$ cat config.mk
export PLATFORM = sky130hd
export DESIGN_NAME = fg_period_sequencer_flat
export DESIGN_NICKNAME = d
export VERILOG_FILES = /design/src/rtl/fg_pkg.sv /design/src/rtl/fg_period_sequencer_if.sv /design/src/rtl/fg_prescaler.sv /design/src/rtl/fg_period_sequencer.sv /design/src/flat_wrapper.sv
export SDC_FILE = /design/constraint.sdc
export NUM_CORES = 1
export LEC_CHECK = 0
export BUFFER_PORTS_ARGS = -buffer_cell sky130_fd_sc_hd__clkbuf_2
export CAP_MARGIN = 0
export CORE_ASPECT_RATIO = 1.1
export CORE_MARGIN = 2
export CORE_UTILIZATION = 47
export CTS_CLUSTER_DIAMETER = 100
export DETAILED_ROUTE_END_ITERATION = 8
export GPL_TIMING_DRIVEN = 0
export MAX_ROUTING_LAYER = met4
export PLACE_DENSITY = 0.7
export SLEW_MARGIN = 10
export SYNTH_ARGS = -nofsm -noshare
export SYNTH_HDL_FRONTEND = slang
export SYNTH_HIERARCHICAL = 1
export SYNTH_SLANG_ARGS = --single-unit
export TNS_END_PERCENT = 50
$ cat constraint.sdc
create_clock -name clk_i -period 13.05 [get_ports clk_i]
set_input_delay 0.6525 -clock clk_i [delete_from_list [all_inputs] [get_ports clk_i]]
set_output_delay 0.6525 -clock clk_i [all_outputs]
set_load 0.02 [all_outputs]
$ cat src/rtl/fg_pkg.sv
// Shared types and default widths for the
// function-generator period sequencer.
package fg_pkg;

  localparam int FG_COUNTER_BW   = 32;
  localparam int FG_WAVEFORM_BW  = 16;
  localparam int FG_PRESCALER_BW = 16;
  localparam int FG_BURST_BW     = 16;

  typedef enum logic [1:0] {
    ST_IDLE  = 2'd0,
    ST_RUN   = 2'd1,
    ST_DRAIN = 2'd2
  } state_t;

endpackage

$ cat src/rtl/fg_period_sequencer_if.sv
// Host-side control and configuration bundle
// of the period sequencer.
interface fg_period_sequencer_if
  import fg_pkg::*;
#(
  parameter int COUNTER_BITWIDTH   = FG_COUNTER_BW,
  parameter int WAVEFORM_BITWIDTH  = FG_WAVEFORM_BW,
  parameter int PRESCALER_BITWIDTH = FG_PRESCALER_BW,
  parameter int BURST_BITWIDTH     = FG_BURST_BW
);

  logic                          start_i;
  logic                          stop_i;
  logic                          burst_en_i;
  logic [BURST_BITWIDTH-1:0]     burst_count_i;
  logic                          commit_i;
  logic [PRESCALER_BITWIDTH-1:0] prescaler_i;
  logic [COUNTER_BITWIDTH-1:0]   counter_i;
  logic [COUNTER_BITWIDTH-1:0]   ON_counter_i;
  logic [WAVEFORM_BITWIDTH-1:0]  k_rise_i;
  logic [WAVEFORM_BITWIDTH-1:0]  k_fall_i;
  logic [WAVEFORM_BITWIDTH-1:0]  amplitude_i;
  logic                          commit_ack_o;
  logic                          busy_o;

  modport master (
    output start_i, stop_i, burst_en_i,
    output burst_count_i, commit_i,
    output prescaler_i, counter_i,
    output ON_counter_i, k_rise_i,
    output k_fall_i, amplitude_i,
    input  commit_ack_o, busy_o
  );

  modport slave (
    input  start_i, stop_i, burst_en_i,
    input  burst_count_i, commit_i,
    input  prescaler_i, counter_i,
    input  ON_counter_i, k_rise_i,
    input  k_fall_i, amplitude_i,
    output commit_ack_o, busy_o
  );

endinterface

$ cat src/rtl/fg_prescaler.sv
// Step prescaler: ticks once every div_i+1
// clocks while running, held at 0 otherwise.
module fg_prescaler
  import fg_pkg::*;
#(
  parameter int WIDTH = FG_PRESCALER_BW
) (
  input  logic             clk_i,
  input  logic             rst_i,
  input  logic             run_i,
  input  logic             clr_i,
  input  logic [WIDTH-1:0] div_i,
  output logic             tick_o
);

  logic [WIDTH-1:0] cnt;

  // >= keeps the count bounded if div_i
  // shrinks at a period boundary
  assign tick_o = run_i && (cnt >= div_i);

  // count up, restart on tick or when idle
  always_ff @(posedge clk_i or posedge rst_i) begin
    if (rst_i) begin
      cnt <= '0;
    end else if (!run_i || clr_i || tick_o) begin
      cnt <= '0;
    end else begin
      cnt <= cnt + WIDTH'(1);
    end
  end

endmodule

$ cat src/rtl/fg_period_sequencer.sv
// Period/step sequencer for the waveform
// datapath with double-buffered config.
module fg_period_sequencer
  import fg_pkg::*;
#(
  parameter int COUNTER_BITWIDTH   = FG_COUNTER_BW,
  parameter int WAVEFORM_BITWIDTH  = FG_WAVEFORM_BW,
  parameter int PRESCALER_BITWIDTH = FG_PRESCALER_BW,
  parameter int BURST_BITWIDTH     = FG_BURST_BW
) (
  input  logic                         clk_i,
  input  logic                         rst_i,
  fg_period_sequencer_if.slave         host,
  output logic                         clk_en_o,
  output logic [COUNTER_BITWIDTH-1:0]  CR_o,
  output logic                         period_done_o,
  output logic [COUNTER_BITWIDTH-1:0]  counter_o,
  output logic [COUNTER_BITWIDTH-1:0]  ON_counter_o,
  output logic [WAVEFORM_BITWIDTH-1:0] k_rise_o,
  output logic [WAVEFORM_BITWIDTH-1:0] k_fall_o,
  output logic [WAVEFORM_BITWIDTH-1:0] amplitude_o
);

  localparam int CW = COUNTER_BITWIDTH;
  localparam int WW = WAVEFORM_BITWIDTH;
  localparam int PW = PRESCALER_BITWIDTH;
  localparam int BW = BURST_BITWIDTH;

  state_t state_q;
  state_t state_d;

  logic run;
  logic go;
  logic wrap;
  logic apply;
  logic leave;
  logic tick;
  logic last_burst;
  logic ack_q;

  logic          pend_v;
  logic [CW-1:0] pend_counter;
  logic [CW-1:0] pend_on;
  logic [WW-1:0] pend_kr;
  logic [WW-1:0] pend_kf;
  logic [WW-1:0] pend_amp;
  logic [PW-1:0] pend_presc;
  logic [PW-1:0] prescaler_act;

  logic          burst_q;
  logic [BW-1:0] remain_q;

  assign run   = (state_q != ST_IDLE);
  assign go    = (state_q == ST_IDLE) &&
                 host.start_i && !host.stop_i;
  assign wrap  = clk_en_o &&
                 (CR_o == counter_o);
  assign apply = (go || wrap) && pend_v;
  assign leave = run && (state_d == ST_IDLE);

  assign last_burst = burst_q &&
                      (remain_q <= BW'(1));

  assign host.busy_o       = run;
  assign host.commit_ack_o = ack_q;

  fg_prescaler #(
    .WIDTH (PW)
  ) u_presc (
    .clk_i  (clk_i),
    .rst_i  (rst_i),
    .run_i  (run),
    .clr_i  (leave),
    .div_i  (prescaler_act),
    .tick_o (tick)
  );

  // state register
  always_ff @(posedge clk_i or posedge rst_i) begin
    if (rst_i) begin
      state_q <= ST_IDLE;
    end else begin
      state_q <= state_d;
    end
  end

  // next state: stop drains to the period end
  always_comb begin
    state_d = state_q;
    unique case (state_q)
      ST_IDLE: begin
        if (go) state_d = ST_RUN;
      end
      ST_RUN: begin
        if (wrap && last_burst) begin
          state_d = ST_IDLE;
        end else if (host.stop_i) begin
          state_d = ST_DRAIN;
        end
      end
      ST_DRAIN: begin
        if (wrap) state_d = ST_IDLE;
      end
      default: state_d = ST_IDLE;
    endcase
  end

  // step pulse, period counter and event pulses
  always_ff @(posedge clk_i or posedge rst_i) begin
    if (rst_i) begin
      clk_en_o      <= 1'b0;
      CR_o          <= '0;
      period_done_o <= 1'b0;
      ack_q         <= 1'b0;
    end else begin
      clk_en_o      <= tick && !leave;
      period_done_o <= wrap;
      ack_q         <= apply;
      if (!run || leave) begin
        CR_o <= '0;
      end else if (clk_en_o) begin
        CR_o <= wrap ? '0 : CR_o + CW'(1);
      end
    end
  end

  // pending buffer and active set swap
  always_ff @(posedge clk_i or posedge rst_i) begin
    if (rst_i) begin
      pend_v        <= 1'b0;
      pend_counter  <= '0;
      pend_on       <= '0;
      pend_kr       <= '0;
      pend_kf       <= '0;
      pend_amp      <= '0;
      pend_presc    <= '0;
      counter_o     <= '0;
      ON_counter_o  <= '0;
      k_rise_o      <= '0;
      k_fall_o      <= '0;
      amplitude_o   <= '0;
      prescaler_act <= '0;
    end else begin
      pend_v <= host.commit_i ||
                (pend_v && !(go || wrap));
      if (host.commit_i) begin
        pend_counter <= host.counter_i;
        pend_on      <= host.ON_counter_i;
        pend_kr      <= host.k_rise_i;
        pend_kf      <= host.k_fall_i;
        pend_amp     <= host.amplitude_i;
        pend_presc   <= host.prescaler_i;
      end
      if (apply) begin
        counter_o     <= pend_counter;
        ON_counter_o  <= pend_on;
        k_rise_o      <= pend_kr;
        k_fall_o      <= pend_kf;
        amplitude_o   <= pend_amp;
        prescaler_act <= pend_presc;
      end
    end
  end

  // burst mode and remaining period count
  always_ff @(posedge clk_i or posedge rst_i) begin
    if (rst_i) begin
      burst_q  <= 1'b0;
      remain_q <= '0;
    end else if (go) begin
      burst_q  <= host.burst_en_i;
      remain_q <= (host.burst_count_i == '0) ?
                  BW'(1) : host.burst_count_i;
    end else if (wrap && burst_q &&
                 remain_q != '0) begin
      remain_q <= remain_q - BW'(1);
    end
  end

endmodule

$ cat src/flat_wrapper.sv
// flat-port wrapper written by rule: the top's interface ports become plain ports
module fg_period_sequencer_flat import fg_pkg::*;
#(
  parameter int COUNTER_BITWIDTH   = FG_COUNTER_BW,
  parameter int WAVEFORM_BITWIDTH  = FG_WAVEFORM_BW,
  parameter int PRESCALER_BITWIDTH = FG_PRESCALER_BW,
  parameter int BURST_BITWIDTH     = FG_BURST_BW
)
  (clk_i, rst_i, clk_en_o, CR_o, period_done_o, counter_o, ON_counter_o, k_rise_o, k_fall_o, amplitude_o, host_start_i, host_stop_i, host_burst_en_i, host_burst_count_i, host_commit_i, host_prescaler_i, host_counter_i, host_ON_counter_i, host_k_rise_i, host_k_fall_i, host_amplitude_i, host_commit_ack_o, host_busy_o);
  fg_period_sequencer_if #(.COUNTER_BITWIDTH(COUNTER_BITWIDTH), .WAVEFORM_BITWIDTH(WAVEFORM_BITWIDTH), .PRESCALER_BITWIDTH(PRESCALER_BITWIDTH), .BURST_BITWIDTH(BURST_BITWIDTH)) host_i ();
  input  logic clk_i;
  input  logic rst_i;
  output logic clk_en_o;
  output logic [COUNTER_BITWIDTH-1:0] CR_o;
  output logic period_done_o;
  output logic [COUNTER_BITWIDTH-1:0] counter_o;
  output logic [COUNTER_BITWIDTH-1:0] ON_counter_o;
  output logic [WAVEFORM_BITWIDTH-1:0] k_rise_o;
  output logic [WAVEFORM_BITWIDTH-1:0] k_fall_o;
  output logic [WAVEFORM_BITWIDTH-1:0] amplitude_o;
  input wire logic [$bits(host_i.start_i)-1:0] host_start_i;
  input wire logic [$bits(host_i.stop_i)-1:0] host_stop_i;
  input wire logic [$bits(host_i.burst_en_i)-1:0] host_burst_en_i;
  input wire logic [$bits(host_i.burst_count_i)-1:0] host_burst_count_i;
  input wire logic [$bits(host_i.commit_i)-1:0] host_commit_i;
  input wire logic [$bits(host_i.prescaler_i)-1:0] host_prescaler_i;
  input wire logic [$bits(host_i.counter_i)-1:0] host_counter_i;
  input wire logic [$bits(host_i.ON_counter_i)-1:0] host_ON_counter_i;
  input wire logic [$bits(host_i.k_rise_i)-1:0] host_k_rise_i;
  input wire logic [$bits(host_i.k_fall_i)-1:0] host_k_fall_i;
  input wire logic [$bits(host_i.amplitude_i)-1:0] host_amplitude_i;
  output wire logic [$bits(host_i.commit_ack_o)-1:0] host_commit_ack_o;
  output wire logic [$bits(host_i.busy_o)-1:0] host_busy_o;
  assign host_i.start_i = host_start_i;
  assign host_i.stop_i = host_stop_i;
  assign host_i.burst_en_i = host_burst_en_i;
  assign host_i.burst_count_i = host_burst_count_i;
  assign host_i.commit_i = host_commit_i;
  assign host_i.prescaler_i = host_prescaler_i;
  assign host_i.counter_i = host_counter_i;
  assign host_i.ON_counter_i = host_ON_counter_i;
  assign host_i.k_rise_i = host_k_rise_i;
  assign host_i.k_fall_i = host_k_fall_i;
  assign host_i.amplitude_i = host_amplitude_i;
  assign host_commit_ack_o = host_i.commit_ack_o;
  assign host_busy_o = host_i.busy_o;
  fg_period_sequencer #(.COUNTER_BITWIDTH(COUNTER_BITWIDTH), .WAVEFORM_BITWIDTH(WAVEFORM_BITWIDTH), .PRESCALER_BITWIDTH(PRESCALER_BITWIDTH), .BURST_BITWIDTH(BURST_BITWIDTH)) u_core (.clk_i(clk_i), .rst_i(rst_i), .host(host_i), .clk_en_o(clk_en_o), .CR_o(CR_o), .period_done_o(period_done_o), .counter_o(counter_o), .ON_counter_o(ON_counter_o), .k_rise_o(k_rise_o), .k_fall_o(k_fall_o), .amplitude_o(amplitude_o));
endmodule
======== Word level (Yosys, flattened, before mapping) ========
Cells that the tools add are included.
operators by class
  reductions and logical operators ........ 27
  equality and inequality tests ........... 3
  magnitude comparators ................... 2
  $add $sub $neg .......................... 3
  mux-type cells .......................... 12
operators with widths
  kind                   number
  $mux 32                3
  $mux 16                4
  $add 32x1->32 const B  1
  $eq 32x32->1           1
  $add 16x1->16 const B  1
  $ge 16x16->1           1
  $le 16x1->1 const B    1
  $logic_not 16->1       1
  $reduce_bool 16->1     1
  $sub 16x1->16 const B  1
  $logic_and 1x1->1      12
  $mux 2                 4
  $pmux 2 s3             1
  $reduce_bool 2->1      3
  $logic_not 1->1        4
  $logic_not 2->1        2
  $logic_or 1x1->1       4
  $eq 2x1->1 const B     1
  $eq 2x2->1 const B     1
word-level totals
  logic and storage cells ................. 68
  bits in registers ....................... 327
  output and inout bits ................... 148

======== Depth between registers and ports, before layout ========
  depth after elaboration ................. 10
  gate-level depth with buffers ........... 13

======== Modules after synthesis ========
The synthesis kept the hierarchy.
modules (own cells, without submodules)
  module               instances  area each (um^2)  cells an instance  sequential area each (um^2)
  fg_period_sequencer  1          12777.3           929                7782.5
  fg_prescaler         1          1208.7            132                400.4

======== Least setup slack after synthesis ========
Ideal clock, no wire load.
  path type ............................... register -> register
  start ................................... register u_core.CR_o[11]
  end ..................................... register u_core.remain_q[15]
  slack ................................... 10.373 ns
  stages on the path, launching flop included .. 9
  data required time ...................... 12.981 ns
  setup time .............................. 0.069 ns
  arrival ................................. 2.608 ns
  path through ............................ dfrtp_1 -> xor2_1 -> or4_1 -> nor3_1 -> nand4_1 -> or4_4 -> buf_6 -> or4_1 -> nand3_1
between the ends
  longest elaborated chain between the ends .. 5
RTL lines
  element                             line                        source
  start: declaration                  fg_period_sequencer.sv:15   output logic [COUNTER_BITWIDTH-1:0] CR_o,
  start signal: assignment            fg_period_sequencer.sv:122  CR_o <= wrap ? '0 : CR_o + CW'(1);
  $eq 32x32->1                        fg_period_sequencer.sv:57   (CR_o == counter_o);
  $logic_and 1x1->1                   fg_period_sequencer.sv:56   assign wrap = clk_en_o &&
  $logic_and 1x1->1 (2 in a row)      fg_period_sequencer.sv:174  end else if (wrap && burst_q &&
  $reduce_bool 2->1 (no source line)  n/a
  end signal: assignment              fg_period_sequencer.sv:172  remain_q <= (host.burst_count_i == '0) ?
  end signal: assignment              fg_period_sequencer.sv:176  remain_q <= remain_q - BW'(1);
  end: declaration                    fg_period_sequencer.sv:51   logic [BW-1:0] remain_q;
No other way between the ends.
A chain may end at the register's enable or synchronous reset.

======== Final worst setup path ========
  start ................................... register u_core.CR_o[31]
  end ..................................... register u_core.counter_o[7]
between the ends
  longest elaborated chain between the ends .. 4
RTL lines
  element                 line                        source
  $eq 32x32->1            fg_period_sequencer.sv:57
  $logic_and 1x1->1       fg_period_sequencer.sv:56
  via u_core.wrap         fg_period_sequencer.sv:34   logic wrap;
  $logic_or 1x1->1        fg_period_sequencer.sv:58   assign apply = (go || wrap) && pend_v;
  $logic_and 1x1->1       fg_period_sequencer.sv:58
  end signal: assignment  fg_period_sequencer.sv:155  counter_o <= pend_counter;
  end: declaration        fg_period_sequencer.sv:17   output logic [COUNTER_BITWIDTH-1:0] counter_o,
The timed path passes the listed nets, and every way through them passes these cells.

==> flow_metrics.py <==
metrics = {
    "cts": {
        "path_clk_slew_ns": 0.05,
        "htree_levels": 2,
        "cts_root_buf": "clkbuf_16",
        "cts_resized": 0,
        "cts_buffer_depth": 3,
        "cts_tree": "yes",
        "numCtsBuffers": 36,
        "clk_latency_ns": 0.51,
        "cts_sinks": 327,
        "cts_hold_buffers": 0,
        "postCtsSetupBuffers": 0,
    },
    "global_route": {
        "overflow": 0,
        "grt_pass1_vias": 10030,
        "antenna_found_initial": 4,
        "grt_pass1_wl_um": 53250,
        "track_usage": 0.2250,
        "grt_max_degree": 117,
    },
    "placed_design": {
        "gp_congestion": 0.8920,
        "dpl.hpwl_um": 24800,
        "io_buffer_count": 296,
    },
    "yosys": {
        "syn_inst": 1061,
        "yosys_warnings": 6,
        "ys_types": 56,
        "syn_area_um2": 13990,
        "ys_async_sr_fraction": 1.000,
        "ys_seq_area_frac": 0.5851,
        "ys.flop_type": "dfrtp_1",
        "synth-edff-count": 0,
        "ys_seq_elements": 327,
        "syn_area_per_cell_um2": 13.18,
        "synth_nets": 1232,
    },
    "setup_path": {
        "path_class": "flop to flop",
        "crit_start": "u_core/CR_o[31]",
        "reg2reg_from": "u_core/CR_o[31]",
        "crit_fanout": 10,
        "required_ns": 13.43,
        "startpoint_type": "flop",
        "cp.arrival_ns": 3.69,
        "end_kind": "flop",
    },
    "power": {
        "powerDensity_nw_per_um2": 209.3,
        "power.switching_mw": 1.220,
        "ir_drop_mv": 0.1375,
        "p_seq_frac": 0.413,
        "p_leak_nw": 7.966,
        "switching_share": 0.3383,
        "p_clk_frac": 0.282,
        "power_frac_comb": 0.305,
        "p_int_mw": 2.385,
    },
    "job": {
        "max-cap-violations": 0,
    },
    "final_layout": {
        "finish.utilization": 0.5858,
        "mostFrequentLayoutCells": "dfrtp_1, clkbuf_2, mux2_2",
        "fin_nets": 1569,
        "layout_commonest_cell": "dfrtp_1",
        "areaGrowthSynthToFinish_pct": 23.13,
        "drive_gt1_frac": 0.4504,
    },
    "timing": {
        "rsz0062_at_grt": "false",
        "timing.fmax_mhz": 302.7,
        "drv_slew": 0,
        "min_period_ns": 3.304,
        "relSlewSlack": 0.4478,
        "worstMarginPinSlew_ns": 0.8283,
        "setup_tns_ns": 0,
        "finalHoldViolations": 0,
        "setup_violations": 0,
        "final.period_utilization": 0.2532,
        "fin_skew_ns": 0.02292,
    },
    "detailed_routing": {
        "drt_iter0_drc": 405,
        "drcViolationCount": 0,
        "routed_wirelength_um": 33720,
        "wl_per_cell_um": 18.74,
        "met1_length_um": 13480,
        "vias": 9331,
        "highest_layer": "met4",
        "routed_via_density": 5.187,
        "dr.pass1.iters": 4,
        "wl_met2_um": 16310,
        "wl_met3_um": 2946,
        "antenna_left": 0,
    },
    "floorplanning": {
        "core_region_area_um2": 29400,
        "start_util": 0.4757,
        "core.rowCount": 66,
        "io_pins": 298,
        "die_area_um2": 31160,
        "die_h_um": 184.9,
        "die_w_um": 168.5,
    },
    "worst_hold_path": {
        "hold_class": "primary input to asynchronous set/reset pin",
    },
    "outcome": {
        "status": "finished clean",
    },
}
==> power groups by stage <==
| stage | Clock (mW) | Combinational [mW] | Sequential (mW) |
|---|---|---|---|
| final | 1.02 | 1.10 | 1.49 |
| after global routing | 1.08 | 1.19 | 1.53 |
| after CTS | 1.04 | 1.11 | 1.49 |
| after detailed placement | 0 | 1.11 | 1.50 |
| after global placement | 0 | 1.08 | 1.49 |
| after floorplan | 0 | 0.525 | 1.68 |
==> critical path: stages (launching register included) <==
cell and delay [ns]:
dfrtp_1 0.41, xor2_1 0.31, or4_1 0.24, nor2_1 0.05, and4_1 0.26, o21ai_0 0.32
clkbuf_1 0.61, clkbuf_1 0.58, mux2_2 0.41
==> synth_stat cells, types with 14 or more instances <==
master,number,share of area
nor2_1,68,0.018
ha_1,21,0.019
xnor2_1,42,0.026
mux2_2,257,0.21
nand4_1,14,0.0063
clkbuf_1,27,0.0072
inv_1,30,0.0081
xor2_1,41,0.026
dfrtp_1,327,0.59
o21ai_0,14,0.0050
nand3_1,23,0.0082
nand2_1,63,0.017
==> state kept, by name, summed over array words and instances, names as in the netlist, 2 cells and up <==
register	cells
u_core/k_rise_o	16
u_core/state_q	2
u_core/ON_counter_o	32
u_core/remain_q	16
u_core/pend_on	32
u_core/counter_o	32
u_core/amplitude_o	16
u_core/CR_o	32
u_core/pend_counter	32
u_core/prescaler_act	16
u_core/u_presc/cnt	16
u_core/pend_kf	16
u_core/k_fall_o	16
u_core/pend_kr	16
u_core/pend_presc	16
u_core/pend_amp	16
==> per-stage QoR <==
step	hold WS [ns]	total power [mW]	worst slack (ns)	std cells	area (µm²)
2_1_floorplan	0.4603	2.200	3.796	1061	13990
3_3_place_gp	0.4810	2.575	0.4472	1731	15940
3_5_place_dp	0.4855	2.611	9.664	1734	16030
4_1_cts	0.04537	3.649	9.614	1795	17210
5_1_grt	0.05064	3.804	9.326	1799	17220
6_report	0.06118	3.605	9.746	1799	17220
==> final timing paths <==
check                                               end  slack, ns  depth (start not counted)
worst max-delay path                u_core/counter_o[7]       9.75                          8
worst min-delay path               u_core/pend_presc[6]       0.06                          2
worst max register to register      u_core/counter_o[7]       9.75                          8
worst min register to register    u_core/u_presc/cnt[0]       0.49                          1
max in group asynchronous       u_core/ON_counter_o[26]      11.87                          4
min in group clk_i                    u_core/pend_on[6]       0.36                          2
==> area by class of cell <==
| cell class | instances | area [µm²] |
|---|---|---|
| Tap cell | 374 | 467.9 |
| Inverter | 30 | 120.1 |
| Sequential cell | 327 | 8183 |
| Multi-Input combinational cell | 664 | 5514 |
| Fill cell | 2492 | 12180 |
| Clock inverter | 9 | 163.9 |
| Antenna cell | 4 | 10.01 |
| Clock buffer | 52 | 1021 |
| Buffer | 40 | 176.4 |
| Timing Repair Buffer | 299 | 1564 |
==> metal layers <==
metal	track usage	up-vias
li1	-	4368
met1	0.2684	4596
met2	0.3671	307
met3	0.06923	60
met4	0.07379	0
met5	-	-
==> kinds of logic (layout without fill, tap and decap cells) <==
kind of cell	count (synthesis)	in the layout	share of synthesized area
AND/OR/NAND/NOR	255	255	0.09188
multiplexers	257	257	0.2069
flip-flops	327	327	0.5851
adder cells (fa/ha/maj)	21	21	0.01879
other	0	4	0
buffers and inverters	70	430	0.02067
XOR/XNOR	83	83	0.05198
AO/OA/AOI/OAI	48	48	0.02469
(Power assumes the default switching activity.)
